==> src/rtl/adsr_phase_sequencer.sv <==
// ADSR envelope sequencer: gate-driven Attack/Decay/Sustain/Release phases with per-phase step timer.
// Optional build macro ADSR_HARD_RESTART_EN: a retrigger during RELEASE restarts the attack from level 0.
module adsr_phase_sequencer #(
    parameter int LEVEL_W = 8,
    parameter int RATE_W  = 10
) (
    input  logic               clk,
    input  logic               rst,
    input  logic               gate,
    input  logic [RATE_W-1:0]  attack_rate,
    input  logic [RATE_W-1:0]  decay_rate,
    input  logic [RATE_W-1:0]  sustain_level,
    input  logic [RATE_W-1:0]  release_rate,
    output logic [LEVEL_W-1:0] env_level,
    output logic [2:0]         phase,
    output logic               active,
    output logic               step
);

    typedef enum logic [2:0] {
        PH_IDLE    = 3'd0,
        PH_ATTACK  = 3'd1,
        PH_DECAY   = 3'd2,
        PH_SUSTAIN = 3'd3,
        PH_RELEASE = 3'd4
    } phase_e;

    localparam logic [LEVEL_W-1:0] LEVEL_FULL = {LEVEL_W{1'b1}};
    localparam logic [LEVEL_W-1:0] LEVEL_ZERO = {LEVEL_W{1'b0}};
    localparam logic [RATE_W-1:0]  T_ZERO     = {RATE_W{1'b0}};

    function automatic logic [LEVEL_W-1:0] sat_inc(input logic [LEVEL_W-1:0] v);
        sat_inc = (v == LEVEL_FULL) ? LEVEL_FULL : v + LEVEL_W'(1);
    endfunction

    function automatic logic [LEVEL_W-1:0] sat_dec(input logic [LEVEL_W-1:0] v);
        sat_dec = (v == LEVEL_ZERO) ? LEVEL_ZERO : v - LEVEL_W'(1);
    endfunction

    phase_e             phase_q, phase_d;
    logic [LEVEL_W-1:0] level_q, level_d;
    logic [RATE_W-1:0]  t_q, t_d;
    logic               step_q, step_d;
    logic               active_q;
    logic               gate_q;

    logic               rise_s;
    logic               fall_s;
    logic [RATE_W-1:0]  rate_s;
    logic               tick_s;
    logic [LEVEL_W-1:0] sus_s;
    logic [LEVEL_W-1:0] up_s;
    logic [LEVEL_W-1:0] down_s;
    logic               unused_s;

    assign rise_s   = gate & ~gate_q;
    assign fall_s   = ~gate & gate_q;
    assign sus_s    = sustain_level[RATE_W-1 -: LEVEL_W];
    assign unused_s = ^sustain_level[RATE_W-LEVEL_W-1:0];
    assign up_s     = sat_inc(level_q);
    assign down_s   = sat_dec(level_q);
    // Live rate compare with >= so a rate lowered below the running count fires immediately.
    assign tick_s   = (t_q >= rate_s);

    // Select the step period of the phase currently ramping.
    always_comb begin
        rate_s = T_ZERO;
        case (phase_q)
            PH_ATTACK:  rate_s = attack_rate;
            PH_DECAY:   rate_s = decay_rate;
            PH_RELEASE: rate_s = release_rate;
            default:    rate_s = T_ZERO;
        endcase
    end

    // Next-state logic: gate fall beats gate rise, both beat the per-phase ramp.
    always_comb begin
        phase_d = phase_q;
        level_d = level_q;
        t_d     = t_q;
        step_d  = 1'b0;
        if (fall_s && (phase_q == PH_ATTACK || phase_q == PH_DECAY || phase_q == PH_SUSTAIN)) begin
            phase_d = PH_RELEASE;
            t_d     = T_ZERO;
        end else if (rise_s && (phase_q == PH_IDLE || phase_q == PH_RELEASE)) begin
            phase_d = PH_ATTACK;
            t_d     = T_ZERO;
`ifdef ADSR_HARD_RESTART_EN
            level_d = LEVEL_ZERO;
`else
            level_d = level_q;
`endif
        end else begin
            case (phase_q)
                PH_IDLE: begin
                    t_d = T_ZERO;
                end
                PH_ATTACK: begin
                    if (level_q == LEVEL_FULL) begin
                        phase_d = PH_DECAY;
                        t_d     = T_ZERO;
                    end else if (tick_s) begin
                        level_d = up_s;
                        step_d  = 1'b1;
                        t_d     = T_ZERO;
                        if (up_s == LEVEL_FULL) begin
                            phase_d = PH_DECAY;
                        end else begin
                            phase_d = PH_ATTACK;
                        end
                    end else begin
                        t_d = t_q + RATE_W'(1);
                    end
                end
                PH_DECAY: begin
                    if (level_q <= sus_s) begin
                        phase_d = PH_SUSTAIN;
                        t_d     = T_ZERO;
                    end else if (tick_s) begin
                        level_d = down_s;
                        step_d  = 1'b1;
                        t_d     = T_ZERO;
                        if (down_s <= sus_s) begin
                            phase_d = PH_SUSTAIN;
                        end else begin
                            phase_d = PH_DECAY;
                        end
                    end else begin
                        t_d = t_q + RATE_W'(1);
                    end
                end
                PH_SUSTAIN: begin
                    t_d = T_ZERO;
                end
                PH_RELEASE: begin
                    if (level_q == LEVEL_ZERO) begin
                        phase_d = PH_IDLE;
                        t_d     = T_ZERO;
                    end else if (tick_s) begin
                        level_d = down_s;
                        step_d  = 1'b1;
                        t_d     = T_ZERO;
                        if (down_s == LEVEL_ZERO) begin
                            phase_d = PH_IDLE;
                        end else begin
                            phase_d = PH_RELEASE;
                        end
                    end else begin
                        t_d = t_q + RATE_W'(1);
                    end
                end
                default: begin
                    // Unreachable encodings recover to a silent idle voice.
                    phase_d = PH_IDLE;
                    level_d = LEVEL_ZERO;
                    t_d     = T_ZERO;
                end
            endcase
        end
    end

    // State, level, timer and registered outputs.
    always_ff @(posedge clk) begin
        if (rst) begin
            phase_q  <= PH_IDLE;
            level_q  <= LEVEL_ZERO;
            t_q      <= T_ZERO;
            step_q   <= 1'b0;
            active_q <= 1'b0;
            gate_q   <= 1'b0;
        end else begin
            phase_q  <= phase_d;
            level_q  <= level_d;
            t_q      <= t_d;
            step_q   <= step_d;
            active_q <= (phase_d != PH_IDLE);
            gate_q   <= gate;
        end
    end

    assign env_level = level_q;
    assign phase     = phase_q;
    assign active    = active_q;
    assign step      = step_q;

endmodule

==> config.mk <==
export PLATFORM = sky130hd
export DESIGN_NAME = adsr_phase_sequencer
export DESIGN_NICKNAME = d
export VERILOG_FILES = /design/src/rtl/adsr_phase_sequencer.sv
export SDC_FILE = /design/constraint.sdc
export NUM_CORES = 1
export LEC_CHECK = 0
export BUFFER_PORTS_ARGS = -buffer_cell sky130_fd_sc_hd__buf_2
export CORE_AREA = 2 2 82 84
export CTS_BUF_LIST = sky130_fd_sc_hd__clkbuf_4 sky130_fd_sc_hd__clkbuf_8 sky130_fd_sc_hd__clkbuf_16
export DETAILED_ROUTE_END_ITERATION = 16
export DIE_AREA = 0 0 84 86
export PLACE_DENSITY = 0.7
export SLEW_MARGIN = 10
export SYNTH_ARGS = -nofsm -noshare
export SYNTH_HDL_FRONTEND = slang
export SYNTH_SLANG_ARGS = --single-unit
==> constraint.sdc <==
create_clock -name clk -period 3.5 [get_ports clk]
set_input_delay 0.7 -clock clk [delete_from_list [all_inputs] [get_ports clk]]
set_output_delay 0.7 -clock clk [all_outputs]
set_load 0.01 [all_outputs]
After elaboration in Yosys (flattened, before gate mapping)
Cells that the tools add are included.
- add/sub/neg operators: 3
- magnitude comparators: 3
- equal/unequal tests: 10
- mux-type cells: 31
- bitwise gates (word level): 7
- reductions and logical operators: 12
- operator list (kind ; count):
    one-hot mux 10 bit (3 select lines) ; 2
    2-to-1 mux 8 bit ; 7
    2-to-1 mux 10 bit ; 4
    one-hot mux 8 bit (4 select lines) ; 1
    2-to-1 mux 3 bit ; 9
    equality test 8 bit (second input constant) ; 2
    <= comparator 8 bit ; 2
    zero test 8 bit ; 2
    one-hot mux 3 bit (4 select lines) ; 1
    adder 10 x 1 -> 10 bit (second input constant) ; 1
    >= comparator 10 bit ; 1
    adder 8 x 1 -> 8 bit (second input constant) ; 1
    != test 2 bit (second input constant) ; 4
    subtractor 8 x 1 -> 8 bit (second input constant) ; 1
    AND reduction 7 bit ; 1
    equality test 3 x 2 -> 1 bit (second input constant) ; 2
    2-to-1 mux 1 bit ; 5
    inverter 1 bit ; 5
    equality test 3 x 1 -> 1 bit (second input constant) ; 1
    equality test 3 bit (second input constant) ; 1
    zero test 3 bit ; 1
    logical OR 1 bit ; 3
    one-hot mux 1 bit (3 select lines) ; 1
    nonzero test 3 bit ; 1
    5 further kinds ; 7
- bits in registers: 24
- input bits: 43

Logic depth before layout (Yosys ltp)
- depth after elaboration: 10
- mapped depth: 15
- gate-level depth less buffers: 14

Worst setup path after synthesis
OpenSTA, ideal clock, no wires.
- path kind: flip-flop to flip-flop
- start point: register phase_q[2] (netlist: phase[2])
- end point: register level_q[5] (netlist: env_level[5])
- setup time: 130 ps
- arrival time: 3143 ps
- required time: 3370 ps
- slack: 227 ps
- cell stages (with the launch flop): 15
- buffers on the path: 3
- cell sequence: dfxtp_1 -> clkbuf_1 -> nor2b_1 -> clkbuf_1 -> a22oi_1 -> nor2_1 -> a21oi_1 -> ha_1 -> a21boi_0 -> o311ai_1 -> nand2_1 -> a31o_2 -> buf_2 -> a21oi_1 -> nor3_1
- longest elaborated chain between the ends: 6
- RTL lines (what ; line ; source):
    start: declaration ; 40 ; phase_e phase_q, phase_d;
    start signal: assignment ; 172 ; phase_q <= phase_d;
    equality test 3 bit (tied with other cells) ; 68, 85, 94 ;
    one-hot mux 10 bit (3 select lines) / logical OR 1 bit (equally long branches) ; 68, 82 ;
    >= comparator 10 bit / logical OR 1 bit (equally long branches) ; 63, 82 ;
    2-to-1 mux 8 bit / logical AND 1 bit (equally long branches) ; - ;
    2-to-1 mux 8 bit (tied with other cells) ; - ;
    one-hot mux 8 bit (4 select lines) / AND reduction 7 bit (equally long branches) ; - ;
    end signal: assignment ; 173 ; level_q <= level_d;
    end: declaration ; 41 ; logic [LEVEL_W-1:0] level_q, level_d;
Several ways; a longest one is shown, not always the timed one. The select of a mux whose other input is x is not followed.
A chain may end at the register's enable or synchronous reset.

Final worst setup path
- start point: register level_q[1] (netlist: env_level[1])
- end point: register active_q (netlist: active)
- longest elaborated chain between the ends: 10
- RTL lines (what ; line ; source):
    subtractor 8 x 1 -> 8 bit (tied with other cells) ; 37 ; sat_dec = (v == LEVEL_ZERO) ? LEVEL_ZERO : v - LEVEL_W'(1);
    2-to-1 mux 8 bit, on equally long branches ; 37, 33 ;
    <= comparator 8 bit (tied with other cells) ; 123 ; if (down_s <= sus_s) begin
    2-to-1 mux 1 bit (tied with other cells) ; 123 ;
    2-to-1 mux 3 bit, on equally long branches ; 119, 102, 139 ;
    2-to-1 mux 3 bit, on equally long branches ; 116, 136, 99 ;
    one-hot mux 3 bit (4 select lines) (*) ; 94 ; case (phase_q)
    2-to-1 mux 3 bit (*) ; 85 ; end else if (rise_s && (phase_q == PH_IDLE || phase_q == PH_RELEASE)) begin
    2-to-1 mux 3 bit (*) ; 82 ; if (fall_s && (phase_q == PH_ATTACK || phase_q == PH_DECAY || phase_q == PH_SUSTAIN)) begin
    nonzero test 3 bit (*) ; 176 ; active_q <= (phase_d != PH_IDLE);
    end signal: assignment ; 176 ;
    end: declaration ; 44 ; logic active_q;
Mark *: on every way between the ends. The rest lies on a longest branch, timed or not.

==> out/metrics.cfg <==
[grt]
grt_antenna_before_repair = 0
grt_max_degree = 23
grt_pass1_vias = 2425
grt_use_total = 0.188
grt_first_pass_wirelength_um = 11300
grt_overflow_total = 0

[drt]
wl_um = 6840
drcViolationCount = 0
dr.first_iter.drc_count = 324
via_per_inst = 5.74
vias = 2669
wire_per_inst_um = 14.7
postRouteAntennaNets = 0
drt_first_pass_iters = 5

[logic_synthesis]
syn-num-nets = 407
synth-xor-area-share = 0.0422
syn-instance-count = 334
synthAdderAreaFrac = 0.151
ys_ff_latch = 24
ys.flop_type = dfxtp_1
synth_top_family_by_area = compound AO/OA/AOI/OAI gates
synth_warnings = 0
syn_area_sq_um = 2490
synth_compound_area_frac = 0.275
ys_seq_area_frac = 0.193
synthSimpleGateAreaFrac = 0.249
postSynthAreaPerCell_sq_um = 7.46
async_reset_ff_frac = 0
muxShareOfSynthArea = 0.0131
synth_edf_count = 0
synth_cell_types = 56

[die]
core-area_sq_um = 6280
ios = 56
fp-row-count = 29
die_width_um = 84
start_util = 0.397
die_area_sq_um = 7220
die_y_um = 86

[layout]
drive_above_1_share = 0.219
syn2layout_area_growth_pct = 17.1
nNetsFinal = 462
fill_cells = 649
multi_input_area_sq_um = 1830
regArea_sq_um = 480
final_common_cell = buf_2
mostFrequentLayoutCells = 53 x buf_2, 44 x nor2_1, 34 x a21oi_1
final_core_util = 0.465
fin_cells = 465
diodes = 0

[place]
place.gp.congestion = 0.902
dp_cells = 461
hpwl_um = 5500
io_buffer_count = 53

[timing]
grt_setup_unrepaired = false
drv_slew = 0
setup_viol = 0
relSlewSlack = 0.604
max_freq_mhz = 307
finalClockSkew_ns = 0.00940
setup_tns_ns = 0
post-route-period-util = 0.930
hold_violations = 0
finalCriticalPeriod_ns = 3.26
worstMarginPinSlew_ns = 0.587

[worst_setup_path]
cp_slowest_stage_delay_ns = 0.53
worst-setup-path-type = reg -> reg
cp-end-kind = flop
start_kind = flop
critPathTopFamily = simple AND/OR/NAND/NOR gates
critPathArrivalTime_ns = 3.43
crit_path_top_delay_cell = or4b_4
required_ns = 3.68
worst-path-buf-inv = 1
crit_path_cell_trace = inv_1 > ha_1 > or4b_4 > nor4_4 > nor2_1 > ha_1 > and3_1 > a221o_1 > a21oi_1 > a31oi_1 > a211oi_2 > o21ai_0 > o21ai_0
cp_max_fo = 8

[power]
ir_drop_mv = 0.146
cellLeakagePower_uw = 0.00135
power_uw = 970
power_per_cell_area_nw_per_um2 = 332

[clocking]
cts_max_level = 1
cts_hold_buf = 0
clock_latency_ns = 0.27
clk_pin_slew_ns = 0.09
root_buffer = clkbuf_8
cts.sinks = 24
clock_path_buffers = 2
post_cts_buffers = 0
cts_buffers = 3
cts_tree = yes

[worst_hold_path]
hp-class = reg -> reg

[outcome]
status = completed

[job]
drv_cap = 0

==> routing by layer <==
metal / GRT usage / part of all wire / vias up
met3: 0.0318 / 0.069 / 15
li1: - / - / 1330
met5: 0 / 0 / -
met2: 0.313 / 0.47 / 106
met1: 0.259 / 0.45 / 1218
met4: 0.0367 / 0.013 / 0
==> final timing paths <==
path | slack, ns | to | from | depth (start not counted)
worst max register to register | 0.24 | active$_SDFF_PP0_ | env_level[1]$_SDFFE_PP0P_ | 13
worst min register to register | 0.50 | t_q[0]$_SDFF_PP0_ | t_q[0]$_SDFF_PP0_ | 1
worst max-delay path | 0.24 | active$_SDFF_PP0_ | env_level[1]$_SDFFE_PP0P_ | 13
worst min-delay path | 0.50 | t_q[0]$_SDFF_PP0_ | t_q[0]$_SDFF_PP0_ | 1
==> worst reg2reg max path: stages (launching register included) <==
cell and delay, ns:
dfxtp_1 0.40, inv_1 0.15, ha_1 0.23, or4b_4 0.53
nor4_4 0.22, nor2_1 0.13, ha_1 0.30, and3_1 0.20
a221o_1 0.35, a21oi_1 0.14, a31oi_1 0.08, a211oi_2 0.22
o21ai_0 0.13, o21ai_0 0.12
==> what timing repair did <==
item | in CTS | in global routing
endpoints found under the setup margin | 0 | 4
resized for setup | 0 | 2
hold endpoints to repair | 0 | 0
==> cell families (layout without fill, tap and decap cells) <==
logic type / after synthesis / after routing
AO/OA/AOI/OAI: 103 / 103
buffers and inverters: 38 / 92
XOR/XNOR: 12 / 12
flip-flops: 24 / 24
multiplexers: 3 / 3
adder cells (fa/ha/maj): 30 / 30
AND/OR/NAND/NOR: 124 / 124
==> cell usage after synthesis (2+ instances only) <==
cell type   n  area share
clkbuf_1    7       0.011
buf_2       2      0.0040
xnor2_1     7       0.025
a2111oi_0   2      0.0070
a21o_1      3      0.0090
a22oi_1    12       0.036
inv_1      22       0.033
nand3_1    11       0.022
a211oi_1    2      0.0060
nor2b_1     8       0.020
and3_1      3      0.0075
nor2_1     44       0.066
o2111ai_1   2      0.0070
or2_2       3      0.0075
nor3_1      9       0.018
xor2_1      5       0.018
mux2_2      2      0.0090
a31oi_1    10       0.025
a211o_1     3       0.011
o21ai_1     2      0.0040
dfxtp_1    24        0.19
a21oi_1    34       0.068
nand3b_1    2      0.0060
o21ai_0    10       0.020
a311oi_1    3       0.011
ha_1       30        0.15
buf_6       6       0.027
nand2_1    23       0.035
o22ai_1     3      0.0075
nand2b_1    8       0.020
a31o_2      3       0.011
nand4_1     3      0.0075
or3_1       2      0.0050
a41o_1      2      0.0080
==> layout make-up <==
type | instances | share of cell area
Inverter | 22 | 0.0283
Multi-Input combinational cell | 272 | 0.625
Clock inverter | 1 | 0.0103
Clock buffer | 3 | 0.0141
Timing Repair Buffer | 66 | 0.124
Sequential cell | 24 | 0.165
Tap cell | 77 | 0.0330
==> per-stage QoR <==
step | setup slack, ns | area, sq um | hold WS (ns)
finish | 0.244 | 2920 | 0.499
global route | 0.0833 | 2920 | 0.536
detailed placement | 0.220 | 2840 | 0.480
floorplan | 0.227 | 2490 | 0.437
global placement | 0.201 | 2840 | 0.462
CTS | 0.173 | 2910 | 0.502
==> registers in the layout, indices dropped and copies added (netlist names) <==
| signal | count |
|---|---|
| active | 1 |
| phase | 3 |
| t_q | 10 |
| gate_q | 1 |
| env_level | 8 |
| step | 1 |
==> where the power goes <==
group | switching, uW | leakage (uW) | internal, uW
logic | 251 | 0.00112 | 181
clock network | 91.5 | 0.0000357 | 153
registers | 10.8 | 0.000194 | 283
total | 353 | 0.00135 | 618
No activity file was read; power rests on OpenSTA's default activity.
